==> src/rtl/ps2_host_tx.sv <==
// Host-to-device PS/2 command transmitter: inhibits the bus, requests to send, shifts
// one byte plus odd parity and stop on device clock edges, then checks the device ACK.
module ps2_host_tx #(
    parameter int unsigned INHIBIT_CYCLES = 5000,
    parameter int unsigned TIMEOUT_CYCLES = 750000,
    parameter int unsigned FILTER_LEN     = 4
) (
    input  logic       clk_i,
    input  logic       rst_i,
    input  logic [7:0] tx_data_i,
    input  logic       tx_valid_i,
    output logic       tx_ready_o,
    output logic       busy_o,
    output logic       done_o,
    output logic       ack_ok_o,
    output logic       err_o,
    input  logic       kclk_in_i,
    input  logic       kdata_in_i,
    output logic       kclk_drive_low_o,
    output logic       kdata_drive_low_o
);
    // state     | meaning
    // IDLE      | lines released, ready for a byte
    // INHIBIT   | clock held low for INHIBIT_CYCLES
    // REQ       | clock and data low for one cycle (start bit)
    // SEND      | device clocks out frame bits; edge 11 samples the ACK (ACK_SAMPLE)
    // WAIT_IDLE | wait for both lines high, then report done or err
    localparam logic [2:0] S_IDLE    = 3'd0;
    localparam logic [2:0] S_INHIBIT = 3'd1;
    localparam logic [2:0] S_REQ     = 3'd2;
    localparam logic [2:0] S_SEND    = 3'd3;
    localparam logic [2:0] S_WAIT    = 3'd4;

    localparam int FW = (FILTER_LEN > 1) ? $clog2(FILTER_LEN + 1) : 1;
    localparam int IW = (INHIBIT_CYCLES > 1) ? $clog2(INHIBIT_CYCLES + 1) : 1;
    localparam int TW = (TIMEOUT_CYCLES > 1) ? $clog2(TIMEOUT_CYCLES + 1) : 1;

    // Index 0 is kclk, index 1 is kdata.
    logic [1:0]         sync1_q, sync2_q, filt_q, filt_d;
    logic [1:0][FW-1:0] fcnt_q, fcnt_d;
    logic               kclk_fall;

    logic [2:0]    state_q, state_d;
    logic [9:0]    frame_q, frame_d;
    logic [3:0]    bit_cnt_q, bit_cnt_d;
    logic [IW-1:0] inh_q, inh_d;
    logic [TW-1:0] tmo_q, tmo_d;
    logic          ack_ok_q, ack_ok_d;
    logic          kclk_dl_q, kclk_dl_d;
    logic          kdata_dl_q, kdata_dl_d;
    logic          done_w, err_w;

    always_comb begin
        filt_d = filt_q;
        fcnt_d = fcnt_q;
        for (int i = 0; i < 2; i++) begin
            if (sync2_q[i] != filt_q[i]) begin
                if (fcnt_q[i] == FW'(FILTER_LEN - 1)) begin
                    filt_d[i] = sync2_q[i];
                    fcnt_d[i] = '0;
                end else begin
                    fcnt_d[i] = fcnt_q[i] + 1'b1;
                end
            end else begin
                fcnt_d[i] = '0;
            end
        end
    end

    assign kclk_fall = filt_q[0] & ~filt_d[0];

    always_comb begin
        state_d    = state_q;
        frame_d    = frame_q;
        bit_cnt_d  = bit_cnt_q;
        inh_d      = inh_q;
        tmo_d      = tmo_q;
        ack_ok_d   = ack_ok_q;
        kdata_dl_d = kdata_dl_q;
        done_w     = 1'b0;
        err_w      = 1'b0;
        case (state_q)
            S_IDLE: begin
                kdata_dl_d = 1'b0;
                if (tx_valid_i) begin
                    frame_d   = {1'b1, ~^tx_data_i, tx_data_i};
                    bit_cnt_d = 4'd0;
                    inh_d     = IW'(INHIBIT_CYCLES - 1);
                    ack_ok_d  = 1'b0;
                    state_d   = S_INHIBIT;
                end
            end
            S_INHIBIT: begin
                if (inh_q == '0) begin
                    kdata_dl_d = 1'b1;
                    state_d    = S_REQ;
                end else begin
                    inh_d = inh_q - 1'b1;
                end
            end
            S_REQ: begin
                tmo_d   = TW'(TIMEOUT_CYCLES);
                state_d = S_SEND;
            end
            S_SEND: begin
                // A timeout outranks a clock edge arriving in the same cycle.
                if (tmo_q == '0) begin
                    err_w      = 1'b1;
                    ack_ok_d   = 1'b0;
                    kdata_dl_d = 1'b0;
                    state_d    = S_IDLE;
                end else begin
                    tmo_d = tmo_q - 1'b1;
                    if (kclk_fall) begin
                        bit_cnt_d = bit_cnt_q + 4'd1;
                        if (bit_cnt_q == 4'd10) begin
                            ack_ok_d   = ~filt_q[1];
                            kdata_dl_d = 1'b0;
                            tmo_d      = TW'(TIMEOUT_CYCLES);
                            state_d    = S_WAIT;
                        end else begin
                            kdata_dl_d = ~frame_q[0];
                            frame_d    = {1'b1, frame_q[9:1]};
                        end
                    end
                end
            end
            S_WAIT: begin
                kdata_dl_d = 1'b0;
                if (tmo_q == '0) begin
                    err_w    = 1'b1;
                    ack_ok_d = 1'b0;
                    state_d  = S_IDLE;
                end else if (filt_q == 2'b11) begin
                    done_w  = ack_ok_q;
                    err_w   = ~ack_ok_q;
                    state_d = S_IDLE;
                end else begin
                    tmo_d = tmo_q - 1'b1;
                end
            end
            default: begin
                kdata_dl_d = 1'b0;
                state_d    = S_IDLE;
            end
        endcase
        kclk_dl_d = (state_d == S_INHIBIT) || (state_d == S_REQ);
    end

    always_ff @(posedge clk_i) begin
        if (rst_i) begin
            sync1_q    <= 2'b11;
            sync2_q    <= 2'b11;
            filt_q     <= 2'b11;
            fcnt_q     <= '0;
            state_q    <= S_IDLE;
            frame_q    <= '0;
            bit_cnt_q  <= '0;
            inh_q      <= '0;
            tmo_q      <= '0;
            ack_ok_q   <= 1'b0;
            kclk_dl_q  <= 1'b0;
            kdata_dl_q <= 1'b0;
        end else begin
            sync1_q    <= {kdata_in_i, kclk_in_i};
            sync2_q    <= sync1_q;
            filt_q     <= filt_d;
            fcnt_q     <= fcnt_d;
            state_q    <= state_d;
            frame_q    <= frame_d;
            bit_cnt_q  <= bit_cnt_d;
            inh_q      <= inh_d;
            tmo_q      <= tmo_d;
            ack_ok_q   <= ack_ok_d;
            kclk_dl_q  <= kclk_dl_d;
            kdata_dl_q <= kdata_dl_d;
        end
    end

    assign tx_ready_o        = (state_q == S_IDLE);
    assign busy_o            = (state_q != S_IDLE);
    assign done_o            = done_w;
    assign err_o             = err_w;
    assign ack_ok_o          = ack_ok_q;
    assign kclk_drive_low_o  = kclk_dl_q;
    assign kdata_drive_low_o = kdata_dl_q;

endmodule

==> config.mk <==
export PLATFORM = sky130hd
export DESIGN_NAME = ps2_host_tx
export DESIGN_NICKNAME = d
export VERILOG_FILES = /design/src/rtl/ps2_host_tx.sv
export SDC_FILE = /design/constraint.sdc
export NUM_CORES = 1
export LEC_CHECK = 0
export CAP_MARGIN = 10
export CORE_UTILIZATION = 55
export CTS_CLUSTER_SIZE = 20
export DETAILED_ROUTE_END_ITERATION = 7
export DONT_BUFFER_PORTS = 1
export PLACE_DENSITY_LB_ADDON = 0.05
export SYNTH_ARGS = -nofsm -noshare
export SYNTH_HDL_FRONTEND = slang
export SYNTH_SLANG_ARGS = --single-unit
==> constraint.sdc <==
create_clock -name clk_i -period 3.2 [get_ports clk_i]
set_clock_uncertainty 0.05 [all_clocks]
set_input_delay 0.32 -clock clk_i [delete_from_list [all_inputs] [get_ports clk_i]]
set_output_delay 0.32 -clock clk_i [all_outputs]
set_load 0.005 [all_outputs]
Yosys cells after proc, flatten, opt, wreduce, memory -nomap -nowiden. Index checks and enable logic that the tools add are counted.

Bits of input ports: 13. Bits in registers: 65.

Bitwise operators: 8. Eq/ne operators: 23. Reduce and logical (&&, ||, !) cells: 19. Multiplexer cells: 46. Add/subtract/negate cells: 5.

Operators by type and width (count): $mux W20 (5); $pmux W20 S3 (1); $mux W10 (4); $mux W13 (2); $pmux W13 S2 (1); $mux W3 (7); $logic_not A20 Y1 (1); $pmux W10 S2 (1); $sub A20 B1 Y20 const B (1); $ne A2 B2 Y1 const B (9); $mux W1 (17); $eq A3 B2 Y1 const B (5); $pmux W3 S5 (1); $logic_not A13 Y1 (1); $sub A13 B1 Y13 const B (1); $mux W4 (3); $reduce_and A5 Y1 (2); $reduce_bool A3 Y1 (3); $pmux W4 S2 (1); $reduce_and A4 Y1 (2); $reduce_xnor A8 Y1 (1); $not A1 Y1 (7); $add A3 B1 Y3 const B (2); $eq A3 B1 Y1 const B (2); 15 further kinds (21).

Longest topological paths before layout. Gate-level depths: netlist of run 1.

Depth in word-level cells: 10. Depth in mapped cells: 10.

Least setup slack after synthesis of run 1. OpenSTA, ideal clock, no wires.

Path type: register to register. Start: register inh_q[0]. End: register inh_q[1]. Path buffers: 3. Stages on the path, launching flop included: 11. Library setup time: 0.086 ns. Arrival: 2.235 ns. Required time: 3.064 ns. Slack: 0.830 ns. Cell sequence: dfxtp_1 -> inv_1 -> ha_1 -> or3b_1 -> clkbuf_1 -> or4b_1 -> buf_2 -> a21oi_2 -> buf_4 -> nor2_1 -> a211oi_1.

Word-level cells in the longest chain between the ends: 3.

Ends and longest elaborated chain: start, declared (RTL line 46) `logic [IW-1:0] inh_q, inh_d;`; start signal, assigned (RTL line 172) `inh_q <= inh_d;`; $sub A13 B1 Y13 or $logic_not A13 Y1 (tied branches) (RTL line 98, 94); $mux W13 or $ne A2 B2 Y1 (tied branches); $pmux W13 S2 or $reduce_and A3 Y1 (tied branches).

Several ways; a longest one is shown, not always the timed one. The select of a mux whose other input is x is not followed. A chain may end at the register's enable or synchronous reset.

Worst setup path in the final report of run 1.
Start: register tmo_q[6]. End: output err_o.

Word-level cells in the longest chain between the ends: 3.

Ends and longest elaborated chain: start, declared (RTL line 47) `logic [TW-1:0] tmo_q, tmo_d;`; start signal, assigned (RTL line 173) `tmo_q <= tmo_d;`; $logic_not A20 Y1 * (RTL line 107, 130); $mux W1, on equally long branches (RTL line 130, 107); $pmux W1 S2 * (RTL line 82) `case (state_q)`; end, declared (RTL line 16) `output logic err_o,`.

Every way passes the cells marked *; elsewhere a longest branch is shown, timed or not.

==> results of run 1 <==
cell type report:
class	count	area, sq um
Sequential cell	65	1300
Inverter	13	48.8
Tap cell	72	90.1
Timing Repair Buffer	6	60.1
Fill cell	489	2030
Clock inverter	4	97.6
Clock buffer	12	165
Multi-Input combinational cell	282	1840
worst paths after layout:
kind              slack [ns]        from  depth (start not counted)         end
setup / recovery        0.38    tmo_q[6]                          5       err_o
hold / removal         0.004       rst_i                          1    tmo_q[3]
setup reg to reg        0.38    inh_q[0]                          7    inh_q[1]
hold reg to reg         0.36  sync1_q[0]                          1  sync2_q[0]
layer usage:
layer  up-vias  routed length [microns]  GRT usage
met1      1297                     3550      0.336
met3         9                      322     0.0460
met2        56                     3150      0.385
met4         0                      106      0.107
li1       1412                        -          -
met5         -                        0          0
sequential cells by signal, indices dropped and copies added (netlist names):
name and cells:
bit_cnt_q 4, kdata_drive_low_o 1, filt_q 2, sync2_q 2
sync1_q 2, tmo_q 20, frame_q 10, kclk_drive_low_o 1
state_q 3, fcnt_q 6, ack_ok_o 1, inh_q 13
power by group:
group / internal, mW / switching [mW]
clock: 0.582 / 0.316
sequential: 0.872 / 0.0548
combinational: 0.196 / 0.297
per-stage QoR:
step / hold slack [ns] / instances / total power [mW] / setup slack, ns / cell area (sq um)
global route: 0.000175 / 454 / 2.43 / 0.192 / 3610
floorplan: 0.339 / 381 / 1.34 / 0.830 / 3290
finish: 0.00378 / 454 / 2.32 / 0.377 / 3610
global placement: 0.344 / 436 / 1.41 / 0.580 / 3310
CTS: 0.000926 / 454 / 2.32 / 0.366 / 3610
detailed placement: 0.345 / 436 / 1.42 / 0.396 / 3310
worst max-delay path: cells and delay by family (launching register included):
family / cells / cell delay (ns)
compound gates: 2 / 0.39
flops: 1 / 0.37
simple gates: 3 / 1.34
placed cells by master (no fill, tap or decap), drive strengths merged, types with 3 or more instances in the layout:
cell type / count
o311ai: 3
nor3: 18
xor2: 9
or3: 20
a21boi: 3
a211oi: 8
mux2i: 3
nand2: 32
and3b: 3
or2: 9
or4: 14
dfxtp: 65
xnor2: 10
bufinv: 3
nand3: 10
a31oi: 11
o31ai: 7
o211ai: 4
a311oi: 9
a21oi: 21
clkbuf: 12
ha: 9
buf: 5
nor2: 23
o21a: 3
or3b: 3
o21ai: 18
inv: 13
o31a: 4
and3: 3
nor4: 6
cells by family after synthesis:
group / Yosys count
adders and majority gates: 9
DFF: 65
AOI/OAI and AO/OA: 100
buffers and inverters: 34
muxes: 3
and+or+nand+nor: 151
xor gates and xnor gates: 19
timing repair:
action                                 CTS  global route
endpoints found under the hold margin   30             0
gates resized for setup                  0             0
setup buffers                            0             0
hold buffers                             2             0
==> results.json, run 1 <==
{
  "cp.required_ns": 2.83,
  "synth-main-ff-cell": "dfxtp_1",
  "grt_antenna_before_repair": 0,
  "num_rows": 27,
  "crit_arrival_ns": 2.45,
  "worst_pin_slew_ns": 0.730,
  "grt_pass1_wl_mm": 12.1,
  "postRouteWirelength_mm": 7.13,
  "final_nets": 399,
  "area_growth_pct": 9.66,
  "grt_pass1_vias": 2607,
  "synth_top_area_frac": 0.396,
  "via_per_inst": 6.11,
  "io_pins": 20,
  "initial_core_util": 0.583,
  "clock.fmax_mhz": 354,
  "cts_root_buf": "clkbuf_8",
  "syn-num-nets": 403,
  "drtIter0Drc": 140,
  "finalMaxSlewViolations": 0,
  "setup_tns_ns": 0,
  "synth_top_family_by_area": "simple AND/OR/NAND/NOR gates",
  "diodes": 0,
  "synth_common_cells": "dfxtp_1 (65), nand2_1 (32), nor2_1 (23), a21oi_1 (20), or3_1 (20)",
  "drc": 0,
  "design.core.area_sq_um": 5640,
  "clock-sinks": 65,
  "cts.htree.levels": 3,
  "hold_violations": 0,
  "yosysWarnings": 0,
  "clk_latency_ns": 0.34,
  "yosys-top-cells-area": "dfxtp_1 (40%), or3_1 (3.8%), nand2_1 (3.7%)",
  "cpPeakStageDelay_ns": 0.68,
  "slew_headroom": 0.512,
  "dieArea_sq_um": 6290,
  "maxCapViolCount": 0,
  "synthMuxAreaShare": 0.00913,
  "cp-start-kind": "flip-flop",
  "endpoint_kind": "output pin",
  "async_flop_share": 0,
  "place.gp.congestion": 0.831,
  "min_path_type": "input port to flip-flop",
  "wl_per_cell_microns": 15.7,
  "synth_compound_area_frac": 0.208,
  "ys_seq_area_frac": 0.396,
  "synthCells": 381,
  "rsz0062_at_grt": "false",
  "synth.distinct_cells": 54,
  "dr.pass1.iters": 4,
  "crit_chain": "or4_1 -> nor4_4 -> nand2_1 -> o31a_1 -> a21oi_1",
  "synth.most_common_cell": "dfxtp_1",
  "cts_tree": "done",
  "setup_viol": 0,
  "clkTransAtPathRegs_ns": 0.07,
  "peakVddDrop_mv": 0.351,
  "fin_crit_ns": 2.82,
  "syn_avg_cell_area_sq_um": 8.63,
  "status": "completed",
  "synth_area_sq_um": 3290,
  "synth-edff-count": 0,
  "num_vias": 2774,
  "io_buffers": 0,
  "ant_nets": 0,
  "timing_worst_setup_path_type": "flip-flop to output pin",
  "fp.dieW_microns": 79.3,
  "fin_crit_sh": 0.882,
  "cts_buffer_depth": 2,
  "grt_max_degree": 31,
  "yosys.area_share.simple": 0.259,
  "power_density_nw_per_um2": 643,
  "crit_path_top_delay_cell": "or4_1",
  "grt_usage": 0.249,
  "synthAdderAreaFrac": 0.0342,
  "cts_buffers": 9,
  "die_h_microns": 79.3,
  "p_leak_nw": 1.34,
  "synth_largest_area_cell": "dfxtp_1",
  "synth_xor_area_frac": 0.0506,
  "grt-ovfl-total": 0,
  "ys_ff_latch": 65,
  "place_hpwl_mm": 4.75,
  "drive_gt1_frac": 0.0995,
  "utilization": 0.639,
  "cp_max_fo": 8
}
Note: power is estimated with default switching activity, not from simulation.
==> inputs of run 2 (changes only) <==
- CELL_PAD_IN_SITES_DETAIL_PLACEMENT: unset -> 1
- CELL_PAD_IN_SITES_GLOBAL_PLACEMENT: unset -> 1
- CORE_UTILIZATION: 55 -> 48
==> run 2 against run 1 <==
- power down 3.7%
- non-clock buffer count up 1
- maximum frequency down 1.4%
- sequential share of layout area up 0.26 points
- register-to-register slack worse by 0.04 ns
- count of clock-buffer cells in the layout down 1
- die area up 14%
- sequential power about the same
- design area down 0.73%
- critical path type is now flip-flop to flip-flop
==> results.json, run 2 (synthesis results as in run 1) <==
{
  "status": "completed",
  "crit_path_start": "inh_q[0]",
  "rsz0062_at_grt": "false",
  "worstReg2RegEnd": "inh_q[1]",
  "crit_arrival_ns": 3.08,
  "cts.htree.levels": 3,
  "die_h_microns": 84.8,
  "min_path_type": "input port to flip-flop",
  "setup.worst_path.end": "inh_q[1]",
  "drc": 0,
  "clock.fmax_mhz": 349,
  "cts_buffers": 9,
  "clkTransAtPathRegs_ns": 0.07,
  "fin_crit_ns": 2.86,
  "io_buffers": 0,
  "grt_pass1_wl_mm": 14.6,
  "timing_worst_setup_path_type": "flip-flop to flip-flop",
  "postRouteWirelength_mm": 8.43,
  "num_rows": 29,
  "final_common_cell": "dfxtp_1",
  "initial_core_util": 0.506,
  "grt_max_degree": 40,
  "wl_per_cell_microns": 18.3,
  "worst_pin_slew_ns": 0.761,
  "cp.required_ns": 3.42,
  "top_regs": "tmo_q: 20 flops, inh_q: 13 flops, frame_q: 10 flops",
  "hold_violations": 0,
  "dieArea_sq_um": 7190,
  "utilization": 0.551,
  "setup_viol": 0,
  "place.gp.congestion": 0.766,
  "design.core.area_sq_um": 6490,
  "grt_antenna_before_repair": 0,
  "top_register": "tmo_q",
  "clk_latency_ns": 0.36,
  "clock-sinks": 65,
  "cts_tree": "done",
  "grt_pass1_vias": 2957,
  "peakVddDrop_mv": 0.333,
  "area_growth_pct": 8.86,
  "p_leak_nw": 1.33,
  "grt-ovfl-total": 0,
  "min_from": "rst_i",
  "maxCapViolCount": 0,
  "ant_nets": 0,
  "fill_cells": 764,
  "reg2reg_slack_ns": 0.34,
  "dr.pass1.iters": 6,
  "r2r_start": "inh_q[0]",
  "diodes": 0,
  "final_nets": 400,
  "via_per_inst": 6.30,
  "drtIter0Drc": 104,
  "final_cell_mix": "dfxtp_1 (65), nand2_1 (32), nor2_1 (23), or3_1 (20), a21oi_1 (20)",
  "grt_usage": 0.263,
  "cp-start-kind": "flip-flop",
  "num_vias": 2900,
  "cts_buffer_depth": 2,
  "cp_max_fo": 15,
  "finalMaxSlewViolations": 0,
  "slew_headroom": 0.489,
  "drive_gt1_frac": 0.0966,
  "fp.dieW_microns": 84.8,
  "place_hpwl_mm": 5.65,
  "io_pins": 20,
  "setup_tns_ns": 0,
  "cts_root_buf": "clkbuf_8",
  "largest_reg_flops": 20,
  "power.total_mw": 2.23,
  "worstHoldPathCells": 1,
  "endpoint_kind": "flip-flop",
  "power_density_nw_per_um2": 624,
  "fin_crit_sh": 0.894,
  "reg2reg_depth": 7
}
[run 2: final cells by class]
class,instances,area [sq um],share of cell area
inverters,13,48.8,0.0136
clock inverters,5,78.8,0.0220
well taps,77,96.3,0.0269
repair buffers,7,70.1,0.0196
clock buffers,11,141,0.0395
flip-flops and latches,65,1300,0.363
multi-input cells,282,1840,0.515
[run 2: worst min-delay path by stage]
stage	end	slack [ns]
floorplan	sync2_q[0]	0.34
global placement	tmo_q[12]	0.34
detailed placement	sync2_q[0]	0.35
CTS	sync1_q[1]	0.006
global route	sync1_q[1]	0.0004
finish	sync2_q[1]	0.02
[run 2: through the flow]
stage               setup WS [ns]  instance area (sq um)  std cells  hold WS, ns
finish                      0.338                   3580        460       0.0230
global route                0.150                   3580        460     0.000449
CTS                         0.341                   3580        460      0.00632
detailed placement          0.421                   3320        441        0.346
global placement            0.598                   3320        441        0.345
floorplan                   0.830                   3290        381        0.339
[run 2: power by group]
group / internal [mW] / switching (mW) / total (mW)
clock: 0.459 / 0.326 / 0.785
sequential: 0.872 / 0.0582 / 0.930
combinational: 0.198 / 0.320 / 0.518
total: 1.53 / 0.705 / 2.23
[run 2: per-layer routing]
layer / vias to the layer above / share of wire / track usage
li1: 1414 / - / -
met1: 1416 / 0.47 / 0.322
met2: 61 / 0.47 / 0.446
met3: 9 / 0.046 / 0.0659
met4: 0 / 0.015 / 0.0940
met5: - / 0 / 0
[run 2: critical path, cell delays in order (launching register included)]
cell	delay (ns)
dfxtp_1	0.33
inv_1	0.10
ha_1	0.19
or3b_1	0.46
or4b_1	0.73
a21oi_2	0.56
nor2_1	0.12
a211oi_1	0.23
[run 2: what timing repair did]
| action | in CTS | in global routing |
|---|---|---|
| resized for setup | 0 | 0 |
| hold buffers | 3 | 0 |
| hold endpoints to repair | 40 | 0 |
| setup buffers | 0 | 0 |
==> inputs of run 3 (changes only) <==
==> constraint.sdc (replaced) <==
create_clock -name clk_i -period 3.2 [get_ports clk_i]
set_clock_uncertainty 0.05 [all_clocks]
set_input_delay 0.96 -clock clk_i [delete_from_list [all_inputs] [get_ports clk_i]]
set_output_delay 0.96 -clock clk_i [all_outputs]
set_load 0.005 [all_outputs]
==> run 3 against run 2 <==
- first-iteration DRC count down 23%
- final cell count up 0.22%
- largest power group unchanged
- design area down 0.31%
- critical path depth down 2
- utilization down 0.17 points
- via count up 0.34%
- power down 1.0%
- clock power down 5.7%
- sequential share of layout area up 0.11 points
- wire length down 1.1%
- critical endpoint is now err_o
==> results.json, run 3 (synthesis results as in run 1) <==
{
  "status": "completed",
  "final_nets": 401,
  "finalInstanceArea_sq_um": 3570,
  "cts.htree.levels": 3,
  "io_pins": 20,
  "num_rows": 29,
  "power_density_nw_per_um2": 619,
  "timing_worst_setup_path_type": "flip-flop to output pin",
  "wl_per_cell_microns": 18.1,
  "cts_tree": "done",
  "cts_setup_buffers": 0,
  "hold_violations": 0,
  "reg2reg_depth": 7,
  "cts_hold_buf": 0,
  "grt_antenna_before_repair": 0,
  "clk_latency_ns": 0.33,
  "clock.fmax_mhz": 322,
  "place.gp.congestion": 0.792,
  "grt_pass1_wl_mm": 14.6,
  "clock-sinks": 65,
  "area_growth_pct": 8.52,
  "cp_max_fo": 7,
  "postRouteWirelength_mm": 8.34,
  "cts_buffers": 9,
  "place_area_sq_um": 3350,
  "peakVddDrop_mv": 0.373,
  "place_hpwl_mm": 5.69,
  "pre_cts_slack_ns": 0.361,
  "drtIter0Drc": 80,
  "largest_reg_flops": 20,
  "fin_crit_sh": 0.971,
  "grt_usage": 0.256,
  "initial_core_util": 0.506,
  "utilization": 0.550,
  "grt_pass1_vias": 2992,
  "top_regs": "tmo_q: 20 flops, inh_q: 13 flops, frame_q: 10 flops",
  "fp.dieW_microns": 84.8,
  "finalMaxSlewViolations": 0,
  "via_per_inst": 6.31,
  "clkTransAtPathRegs_ns": 0.07,
  "final_common_cell": "dfxtp_1",
  "setup_tns_ns": 0,
  "design.core.area_sq_um": 6490,
  "grt_max_degree": 49,
  "io_buffers": 0,
  "maxCapViolCount": 0,
  "grt-ovfl-total": 0,
  "endpoint_kind": "output pin",
  "drive_gt1_frac": 0.109,
  "top_register": "tmo_q",
  "fin_crit_ns": 3.11,
  "worstHoldPathCells": 1,
  "rsz0062_at_grt": "false",
  "slew_headroom": 0.485,
  "drc": 0,
  "timing.hold.ws_ns": 0.361,
  "crit_arrival_ns": 2.10,
  "final_cell_mix": "dfxtp_1 (65), nand2_1 (32), nor2_1 (23), or3_1 (20), a21oi_1 (20)",
  "setup_ws_ns": 0.0917,
  "cts_resized": 1,
  "setup_viol": 0,
  "cp.required_ns": 2.19,
  "cts_buffer_depth": 2,
  "cts_root_buf": "clkbuf_8",
  "diodes": 0,
  "dieArea_sq_um": 7190,
  "min_path_type": "flip-flop to flip-flop",
  "ant_nets": 0,
  "dr.pass1.iters": 6,
  "cp-start-kind": "flip-flop",
  "p_leak_nw": 1.32,
  "num_vias": 2910,
  "worst_pin_slew_ns": 0.765,
  "die_h_microns": 84.8
}
==> run 3: changes by cell type in the layout (fill, tap and decap cells not counted) <==
cell,delta
bufinv_16,-1
or4_4,+1
buf_12,-1
buf_4,+4
clkbuf_8,+2
or4_1,-1
dlygate4sd3_1,-2
clkbuf_1,-1
clkinv_4,-1
clkinvlp_4,+2
clkinv_2,-1
==> run 3: worst max-delay path, cell delays in order, from the launching register on <==
cell and delay, ns:
dfxtp_1 0.39, or4_4 0.62, nor4_4 0.29, nand2_1 0.14, o31a_1 0.12, a21oi_1 0.22
==> run 3: final cells by class <==
cell class	instances	area (sq um)
Clock buffer	12	165
Clock inverter	4	50.0
Fill cell	804	2930
Inverter	13	48.8
Multi-Input combinational cell	282	1850
Sequential cell	65	1300
Tap cell	77	96.3
Timing Repair Buffer	8	60.1
==> run 3: path summary, 6_finish.rpt <==
check,from,to,slack (ns)
max reg2reg,inh_q[0],inh_q[1],0.39
min reg2reg,sync1_q[0],sync2_q[0],0.36
min,sync1_q[0],sync2_q[0],0.36
max,tmo_q[6],err_o,0.09
==> run 3: layer usage <==
metal | share of wire | GRT usage | up-vias | routed length [microns]
met5 | 0 | 0 | - | 0
met4 | 0.018 | 0.105 | 0 | 149
met3 | 0.032 | 0.0383 | 12 | 263
met2 | 0.49 | 0.436 | 54 | 4050
met1 | 0.46 | 0.325 | 1428 | 3880
li1 | - | - | 1416 | -
==> run 3: stage by stage <==
step	power, mW	std cells
6_report	2.21	461
5_1_grt	2.33	461
4_1_cts	2.22	461
3_5_place_dp	1.48	445
3_3_place_gp	1.46	445
2_1_floorplan	1.34	381
==> run 3: power breakdown <==
part / internal [mW] / total [mW] / switching, mW
sequential: 0.872 / 0.930 / 0.0584
clock: 0.423 / 0.740 / 0.318
combinational: 0.223 / 0.540 / 0.317
